**config.mk**
```make
export PLATFORM = sky130hd
export DESIGN_NAME = align_1rw_reqarb
export DESIGN_NICKNAME = d
export VERILOG_FILES = /design/src/rtl/align_1rw_reqarb_pkg.sv /design/src/rtl/align_1rw_rspfifo.sv /design/src/rtl/align_1rw_reqarb.sv
export SDC_FILE = /design/constraint.sdc
export NUM_CORES = 1
export LEC_CHECK = 0
export CAP_MARGIN = 20
export CORE_AREA = 8 8 143 171
export CTS_BUF_LIST = sky130_fd_sc_hd__clkbuf_8
export DETAILED_ROUTE_END_ITERATION = 8
export DIE_AREA = 0 0 151 179
export DONT_BUFFER_PORTS = 1
export PLACE_DENSITY_LB_ADDON = 0.15
export SYNTH_ARGS = -nofsm -noshare
export SYNTH_HDL_FRONTEND = slang
export SYNTH_SLANG_ARGS = --single-unit
```
**constraint.sdc**
```tcl
create_clock -name clk -period 4.3 [get_ports clk]
set_clock_uncertainty 0.15 [all_clocks]
set_input_delay 0.86 -clock clk [delete_from_list [all_inputs] [get_ports clk]]
set_output_delay 0.86 -clock clk [all_outputs]
set_load 0.01 [all_outputs]
```
**src/rtl/align_1rw_reqarb_pkg.sv**
```systemverilog
// Shared types and sizing helpers for the 1RW request arbiter and its response FIFO.
package align_1rw_pkg;

    typedef enum logic {
        PRI_RD = 1'b0,
        PRI_WR = 1'b1
    } arb_state_e;

    // The credit counter must hold the value RSPDEPTH itself, hence one extra bit.
    function automatic int credit_width(input int depth);
        return $clog2(depth) + 1;
    endfunction

endpackage

```
**src/rtl/align_1rw_rspfifo.sv**
```systemverilog
// Read-response FIFO: circular buffer with occupancy count, push and pop allowed together.
module align_1rw_rspfifo #(
    parameter int WIDTH    = 32,
    parameter int RSPDEPTH = 4,
    parameter int BITRSPD  = 2
) (
    input  logic             clk,
    input  logic             rst,
    input  logic             i_push,
    input  logic             i_pop,
    input  logic [WIDTH-1:0] i_din,
    output logic             o_full,
    output logic             o_empty,
    output logic [WIDTH-1:0] o_head
);

    localparam int CNTW = BITRSPD + 1;

    logic [WIDTH-1:0]   r_mem [RSPDEPTH];
    logic [BITRSPD-1:0] r_wptr;
    logic [BITRSPD-1:0] r_rptr;
    logic [CNTW-1:0]    r_count;
    logic               w_do_push;
    logic               w_do_pop;

    // Pointers wrap at RSPDEPTH so non-power-of-two depths stay correct.
    function automatic logic [BITRSPD-1:0] ptr_inc(input logic [BITRSPD-1:0] ptr);
        if (ptr == BITRSPD'(RSPDEPTH - 1)) begin
            return '0;
        end else begin
            return ptr + BITRSPD'(1);
        end
    endfunction

    assign o_full    = (r_count == CNTW'(RSPDEPTH));
    assign o_empty   = (r_count == '0);
    assign o_head    = r_mem[r_rptr];
    assign w_do_push = i_push && (!o_full || i_pop);
    assign w_do_pop  = i_pop && !o_empty;

    // Storage, pointer and occupancy update.
    always_ff @(posedge clk) begin
        if (!rst) begin
            r_wptr  <= '0;
            r_rptr  <= '0;
            r_count <= '0;
            for (int i = 0; i < RSPDEPTH; i++) begin
                r_mem[i] <= '0;
            end
        end else begin
            if (w_do_push) begin
                r_mem[r_wptr] <= i_din;
                r_wptr        <= ptr_inc(r_wptr);
            end
            if (w_do_pop) begin
                r_rptr <= ptr_inc(r_rptr);
            end
            case ({w_do_push, w_do_pop})
                2'b10:   r_count <= r_count + CNTW'(1);
                2'b01:   r_count <= r_count - CNTW'(1);
                default: r_count <= r_count;
            endcase
        end
    end

endmodule

```
**src/rtl/align_1rw_reqarb.sv**
```systemverilog
// Write/read request arbiter in front of a 1RW ramwrap: registered commands,
// credit-limited reads and an in-order response FIFO.
module align_1rw_reqarb
    import align_1rw_pkg::*;
#(
    parameter int WIDTH    = 32,
    parameter int BITADDR  = 10,
    parameter int RD_LAT   = 2,
    parameter int RSPDEPTH = 4,
    parameter int BITRSPD  = 2
) (
    input  logic               clk,
    input  logic               rst,
    input  logic               wr_req,
    input  logic [BITADDR-1:0] wr_adr,
    input  logic [WIDTH-1:0]   wr_bw,
    input  logic [WIDTH-1:0]   wr_din,
    output logic               wr_rdy,
    input  logic               rd_req,
    input  logic [BITADDR-1:0] rd_adr,
    output logic               rd_rdy,
    output logic               rsp_vld,
    output logic [WIDTH-1:0]   rsp_dout,
    input  logic               rsp_rdy,
    output logic               write,
    output logic [BITADDR-1:0] wr_adr_o,
    output logic [WIDTH-1:0]   bw,
    output logic [WIDTH-1:0]   din,
    output logic               read,
    output logic [BITADDR-1:0] rd_adr_o,
    input  logic               rd_vld,
    input  logic [WIDTH-1:0]   rd_dout,
    output logic               err_ovf
);

    localparam int CRW = credit_width(RSPDEPTH);
    localparam int DRW = $clog2(RD_LAT + 2);

    arb_state_e         r_state;
    logic [CRW-1:0]     r_credit;
    logic [DRW-1:0]     r_drain;
    logic               r_write;
    logic               r_read;
    logic [BITADDR-1:0] r_wr_adr;
    logic [BITADDR-1:0] r_rd_adr;
    logic [WIDTH-1:0]   r_bw;
    logic [WIDTH-1:0]   r_din;
    logic               r_err_ovf;

    logic w_rd_elig;
    logic w_contend;
    logic w_wr_grant;
    logic w_rd_grant;
    logic w_wr_acc;
    logic w_rd_acc;
    logic w_pop;
    logic w_rd_ret;
    logic w_push;
    logic w_ovf;
    logic w_full;
    logic w_empty;

    assign w_rd_elig = (r_credit < CRW'(RSPDEPTH));

    // Grant selection: favoured channel wins contention, a lone requester always wins.
    always_comb begin
        w_contend  = 1'b0;
        w_wr_grant = 1'b0;
        w_rd_grant = 1'b0;
        if (!rst) begin
            w_contend  = 1'b0;
            w_wr_grant = 1'b0;
            w_rd_grant = 1'b0;
        end else if (wr_req && rd_req && w_rd_elig) begin
            w_contend  = 1'b1;
            w_wr_grant = (r_state == PRI_WR);
            w_rd_grant = (r_state == PRI_RD);
        end else if (wr_req) begin
            w_wr_grant = 1'b1;
        end else begin
            w_rd_grant = w_rd_elig;
        end
    end

    assign wr_rdy   = w_wr_grant;
    assign rd_rdy   = w_rd_grant;
    assign w_wr_acc = wr_req && w_wr_grant;
    assign w_rd_acc = rd_req && w_rd_grant;

    assign rsp_vld  = !w_empty;
    assign w_pop    = rsp_vld && rsp_rdy;
    // Returns are ignored while the drain counter runs, so pre-reset reads never land.
    assign w_rd_ret = rd_vld && (r_drain == '0);
    assign w_push   = w_rd_ret && (!w_full || w_pop);
    assign w_ovf    = w_rd_ret && w_full && !w_pop;

    // Priority state: flips to the loser after every contended grant.
    always_ff @(posedge clk) begin
        if (!rst) begin
            r_state <= PRI_RD;
        end else if (w_contend) begin
            r_state <= (r_state == PRI_RD) ? PRI_WR : PRI_RD;
        end else begin
            r_state <= r_state;
        end
    end

    // Registered downstream commands; address/data hold when idle.
    always_ff @(posedge clk) begin
        if (!rst) begin
            r_write  <= 1'b0;
            r_read   <= 1'b0;
            r_wr_adr <= '0;
            r_bw     <= '0;
            r_din    <= '0;
            r_rd_adr <= '0;
        end else begin
            r_write <= w_wr_acc;
            r_read  <= w_rd_acc;
            if (w_wr_acc) begin
                r_wr_adr <= wr_adr;
                r_bw     <= wr_bw;
                r_din    <= wr_din;
            end
            if (w_rd_acc) begin
                r_rd_adr <= rd_adr;
            end
        end
    end

    // Outstanding-read credits; saturates at zero so forced stray returns cannot wrap it.
    always_ff @(posedge clk) begin
        if (!rst) begin
            r_credit <= '0;
        end else begin
            case ({w_rd_acc, w_pop && (r_credit != '0)})
                2'b10:   r_credit <= r_credit + CRW'(1);
                2'b01:   r_credit <= r_credit - CRW'(1);
                default: r_credit <= r_credit;
            endcase
        end
    end

    // Post-reset drain window and sticky overflow flag.
    always_ff @(posedge clk) begin
        if (!rst) begin
            r_drain   <= DRW'(RD_LAT + 1);
            r_err_ovf <= 1'b0;
        end else begin
            if (r_drain != '0) begin
                r_drain <= r_drain - DRW'(1);
            end else begin
                r_drain <= r_drain;
            end
            r_err_ovf <= r_err_ovf || w_ovf;
        end
    end

    assign write    = r_write;
    assign read     = r_read;
    assign wr_adr_o = r_wr_adr;
    assign bw       = r_bw;
    assign din      = r_din;
    assign rd_adr_o = r_rd_adr;
    assign err_ovf  = r_err_ovf;

    align_1rw_rspfifo #(
        .WIDTH    (WIDTH),
        .RSPDEPTH (RSPDEPTH),
        .BITRSPD  (BITRSPD)
    ) u_rspfifo (
        .clk     (clk),
        .rst     (rst),
        .i_push  (w_push),
        .i_pop   (w_pop),
        .i_din   (rd_dout),
        .o_full  (w_full),
        .o_empty (w_empty),
        .o_head  (rsp_dout)
    );

endmodule

```
# --- Word level (Yosys, flattened, before mapping) ---
# Memories as Yosys holds them, arrays and structs flattened. A register that Yosys moved wholly into a read port is not among the register bits.
# Cells that the tools add are included.
word_totals:
  register_bits: 100
  ramBits: 128
  inputBits: 122
  n_memories: 1
memory_table:
  columns: ["memory", "words", "word_bits", "rd", "rd_clocked_by_memory_dff", "write_ports", "line", "text"]
  rows:
  - ["u_rspfifo.r_mem", 4, 32, 1, 1, 4, "align_1rw_rspfifo.sv:19", "logic [WIDTH-1:0] r_mem [RSPDEPTH];"]
op_classes:
  add_sub_neg: 7
  order_cmp: 1
  n_eq_ne: 7
  mux: 22
  n_bitwise: 1
  reduce_logical: 24
op_table:
  columns: ["op", "n"]
  rows:
  - ["32-bit two-way mux", 1]
  - ["32-bit OR reduction", 1]
  - ["1-bit two-way mux", 14]
  - ["1-bit logical AND", 12]
  - ["3-bit one-hot mux with 2 select lines", 2]
  - ["2-bit two-way mux", 5]
  - ["2-bit == test, second input constant", 4]
  - ["3-bit by 1-bit adder with 3-bit output, second input constant", 2]
  - ["2-bit nonzero test", 3]
  - ["3-bit by 1-bit subtractor with 3-bit output, second input constant", 2]
  - ["2-bit by 1-bit adder with 2-bit output, second input constant", 2]
  - ["2-bit by 1-bit == test with 1-bit output, second input constant", 2]
  - ["3-bit == test, second input constant", 1]
  - ["1-bit logical NOT", 3]
  - ["3-bit logical NOT", 1]
  - ["3-bit less-than comparator, second input constant", 1]
  - ["3-bit nonzero test", 1]
  - ["2-bit logical NOT", 1]
  - ["1-bit logical OR", 2]
  - ["2-bit by 1-bit subtractor with 2-bit output, second input constant", 1]
  - ["1-bit NOT", 1]

# --- Logic depth before layout (Yosys ltp) ---
depth:
  ltp_word: 11
  mapped_depth: 12
  mapped_depth_nobuf: 10

# --- Hierarchy ---
# From an unflattened synthesis, not the netlist that was laid out.
hier_totals:
  hier_cells: 777
  hier_area_um2: 9729.3
by_module_without_submodules:
  columns: ["mod", "instances", "cells_each", "area_each_um2", "seq_area_each_um2"]
  rows:
  - ["align_1rw_rspfifo", 1, 366, 5960.7, 4023.9]
  - ["align_1rw_reqarb", 1, 411, 3768.6, 1861.8]

# --- Worst setup path after synthesis ---
# OpenSTA, ideal clock, no wires.
synth_timing:
  path_type: "input -> register"
  start: "in rd_vld"
  end: "mem u_rspfifo.r_mem[3][0] (enable)"
  setup_ps: 466
  arrival_time_ps: 3610
  setup_slack_ps: 74
  cell_stages: 4
  cell_sequence: "and2_1 buf_2 nand2_4 o21ai_0"
synth_lines:
  columns: ["item", "line", "text"]
  rows:
  - ["from (decl)", "align_1rw_reqarb.sv:31", "input logic rd_vld,"]
  - ["to (decl)", "align_1rw_rspfifo.sv:19", null]

==> qor.yml <==
run_status:
  outcome: "completed"
placement:
  gp_congestion: 0.720
  placed_area_sq_um: 9690
  port_buffers: 0
  dp.final_hpwl_um: 14400
clocking:
  numClockSinks: 230
  cts_setup_buffers: 0
  clock_latency_ns: 0.50
  post_cts_resized: 0
  cts_buffer_depth: 3
  clk_pin_slew_worst_paths_ns: 0.06
  htreeDepth: 2
  cts_root_buf: "clkbuf_8"
  cts_tree: "built"
  holdBufCountCts: 0
  cts-buffers-inserted: 38
grt:
  grt_use_total_pct: 15.9
  grt-ovfl-total: 0
  grt_use_met3_pct: 6.67
  grt_pass1_wl_um: 33400
  grt-busiest-layer: "met2"
  grt_pass1_vias: 6055
  grt_use_met2_pct: 27.9
  grt_max_degree: 141
  antenna_found_initial: 1
  grt_use_met1_pct: 16.9
synthesis:
  ys_types: 39
  ys_seq_area_share_pct: 61.4
  syn_area_sq_um: 9580
  avgSynthCellArea_sq_um: 12.0
  synth_edf_count: 128
  ys_async_sr_fraction_pct: 0
  syn_nets: 928
  synthCells: 799
  synth.ff_latch_count: 230
  ys.warnings.count: 0
  synth_top_flop_cell: "edfxtp_1"
layout:
  layout.nets: 928
  area_delta_synth_final_pct: 9.04
  nFillCells: 1975
  stdcell_area_sq_um: 10400
  drive_gt1_share_pct: 13.0
routing:
  drt_iter0_drc: 268
  wirelength_um: 21800
  wire_per_inst_um: 19.8
  postRouteAntennaNets: 0
  drc: 0
  firstDrtPassIters: 4
  vias_per_cell: 5.10
  num_vias: 5610
floorplan:
  initial_core_util_pct: 44.5
  pin_count: 244
  die_w_um: 151
  rows: 59
  dieArea_sq_um: 27000
  die_h_um: 179
  core_area_sq_um: 21600
worst_setup_path:
  cp_data_arrival_time_ns: 2.19
  crit_chain: "buf_4, mux4_2"
  cpLargestDelayFamily: "flip-flops"
  slowest_delay_ns: 0.77
  end_kind: "output pin"
  critical_path_buf_inv_count: 1
  crit_type: "register to output pin"
  cp-start-kind: "register"
  critPathSlowestCell: "dfxtp_2"
  required_ns: 3.29
  cp_max_fo: 18
timing:
  tightest_slew_ns: 0.916
  relSlewSlack_pct: 38.7
  period_share_pct: 74.5
  min_period_ns: 3.20
  fin_setup_tns_ns: 0
  final_hold_viol_count: 0
  rsz0062_at_grt: "false"
  fmax_ghz: 0.312
  setup_viol: 0
  slew_viol_final: 0
job:
  cap_violations: 0
pwr:
  power.density_nw_per_um2: 454
  irDropWorstVdd_v: 0.000255
  p_leak_uw: 0.00460
min_path:
  hp-class: "input pin to register"
[placed cells by master, fill, tap and decap left out, types with 3 or more instances in the layout]
cell type  count
edfxtp_1     128
nor2_1       130
and2_1         6
clkinv_1       3
clkbuf_8      49
dfxtp_1      100
xnor2_1        3
ha_1           5
buf_4          4
nand2_2        3
clkinv_2       3
nand2_1      127
o21ai_0        4
xor2_1         3
mux4_2        32
inv_1        107
mux2i_1       86
[Yosys cell counts (2+ instances only)]
| library cell | n | area share [%] |
|---|---|---|
| a21boi_0 | 2 | 0.16 |
| and2_1 | 6 | 0.39 |
| buf_1 | 13 | 0.51 |
| buf_2 | 10 | 0.52 |
| buf_4 | 2 | 0.16 |
| buf_6 | 16 | 1.9 |
| clkbuf_1 | 4 | 0.16 |
| dfxtp_1 | 102 | 21 |
| edfxtp_1 | 128 | 40 |
| fa_1 | 2 | 0.42 |
| ha_1 | 5 | 0.65 |
| inv_1 | 97 | 3.8 |
| mux2i_1 | 86 | 9.0 |
| mux4_2 | 32 | 7.5 |
| nand2_1 | 128 | 5.0 |
| nand2_2 | 2 | 0.13 |
| nand2b_1 | 2 | 0.13 |
| nand4b_4 | 2 | 0.50 |
| nor2_1 | 130 | 5.1 |
| o21ai_0 | 5 | 0.26 |
| o31ai_1 | 2 | 0.16 |
| or3_1 | 2 | 0.13 |
| xnor2_1 | 3 | 0.27 |
| xor2_1 | 3 | 0.27 |
[metrics by stage]
stage | power, uW | util, % | setup WS [ns] | hold WS [ns] | instances
floorplan | 2870 | - | 0.0740 | 0.307 | 799
global placement | 2930 | 44.9 | 0.929 | 0.315 | 1032
detailed placement | 2950 | 45.0 | 0.822 | 0.330 | 1033
CTS | 4830 | 48.5 | 0.971 | 0.254 | 1100
global route | 4960 | 48.5 | 0.890 | 0.264 | 1101
finish | 4740 | 48.5 | 1.10 | 0.323 | 1101
[power by group]
| group | total, uW | switching (uW) | internal, uW |
|---|---|---|---|
| logic | 342 | 196 | 146 |
| clock network | 1850 | 829 | 1020 |
| registers | 2550 | 107 | 2440 |
| total | 4740 | 1130 | 3610 |
[state kept, by name, summed over array words and instances, names as in the netlist, named ones only]
name	cells
r_drain	2
read	1
wr_adr_o	10
err_ovf	1
r_credit	3
r_state	1
din	32
write	1
u_rspfifo.r_mem	128
bw	32
u_rspfifo.r_wptr	2
u_rspfifo.r_rptr	2
rd_adr_o	10
u_rspfifo.r_count	3
[final cells by class]
cell class,count,area (sq um),area share [%]
flip-flops and latches,230,5890,56.4
multi-input cells,427,3050,29.2
clock buffers,49,674,6.45
inverters,97,364,3.48
well taps,274,343,3.28
clock inverters,18,78.8,0.754
repair buffers,5,50.0,0.479
diodes,1,2.50,0.0239
[path summary, 6_finish.rpt]
check        startpoint                      to  slack (ns)  cells past startpoint
max            register             rsp_dout[4]        1.10                      2
min                 rst              r_drain[1]        0.32                      1
max reg2reg  r_drain[0]  u_rspfifo.r_mem[1][25]        1.30                      5
min reg2reg  r_drain[0]              r_drain[0]        0.34                      2
[worst register-to-register path, cell delays in order, from the launching register on]
cell and delay [ns]:
dfxtp_1 0.31, inv_1 0.05, ha_1 0.19, and2_1 0.40, nand4b_4 0.56, nand2_2 0.94
[kinds of logic (layout without fill, tap and decap cells)]
group           after synthesis  count (layout)  share of synthesized area [%]
buf+inv                     142             169                           7.02
other cells                   0               1                              0
simple gates                282             282                           12.4
fa+ha+maj                     7               7                           1.07
flops                       230             230                           61.4
xor+xnor                      6               6                          0.548
compound gates               13              13                          0.953
mux                         119             119                           16.6
[layer usage]
layer,share of wire (%),up-vias,wire [um]
met5,0,-,0
met4,1.5,0,333
met3,10,27,2220
met2,51,197,11200
met1,37,2741,8060
li1,-,2645,-
(Power assumes the default switching activity.)
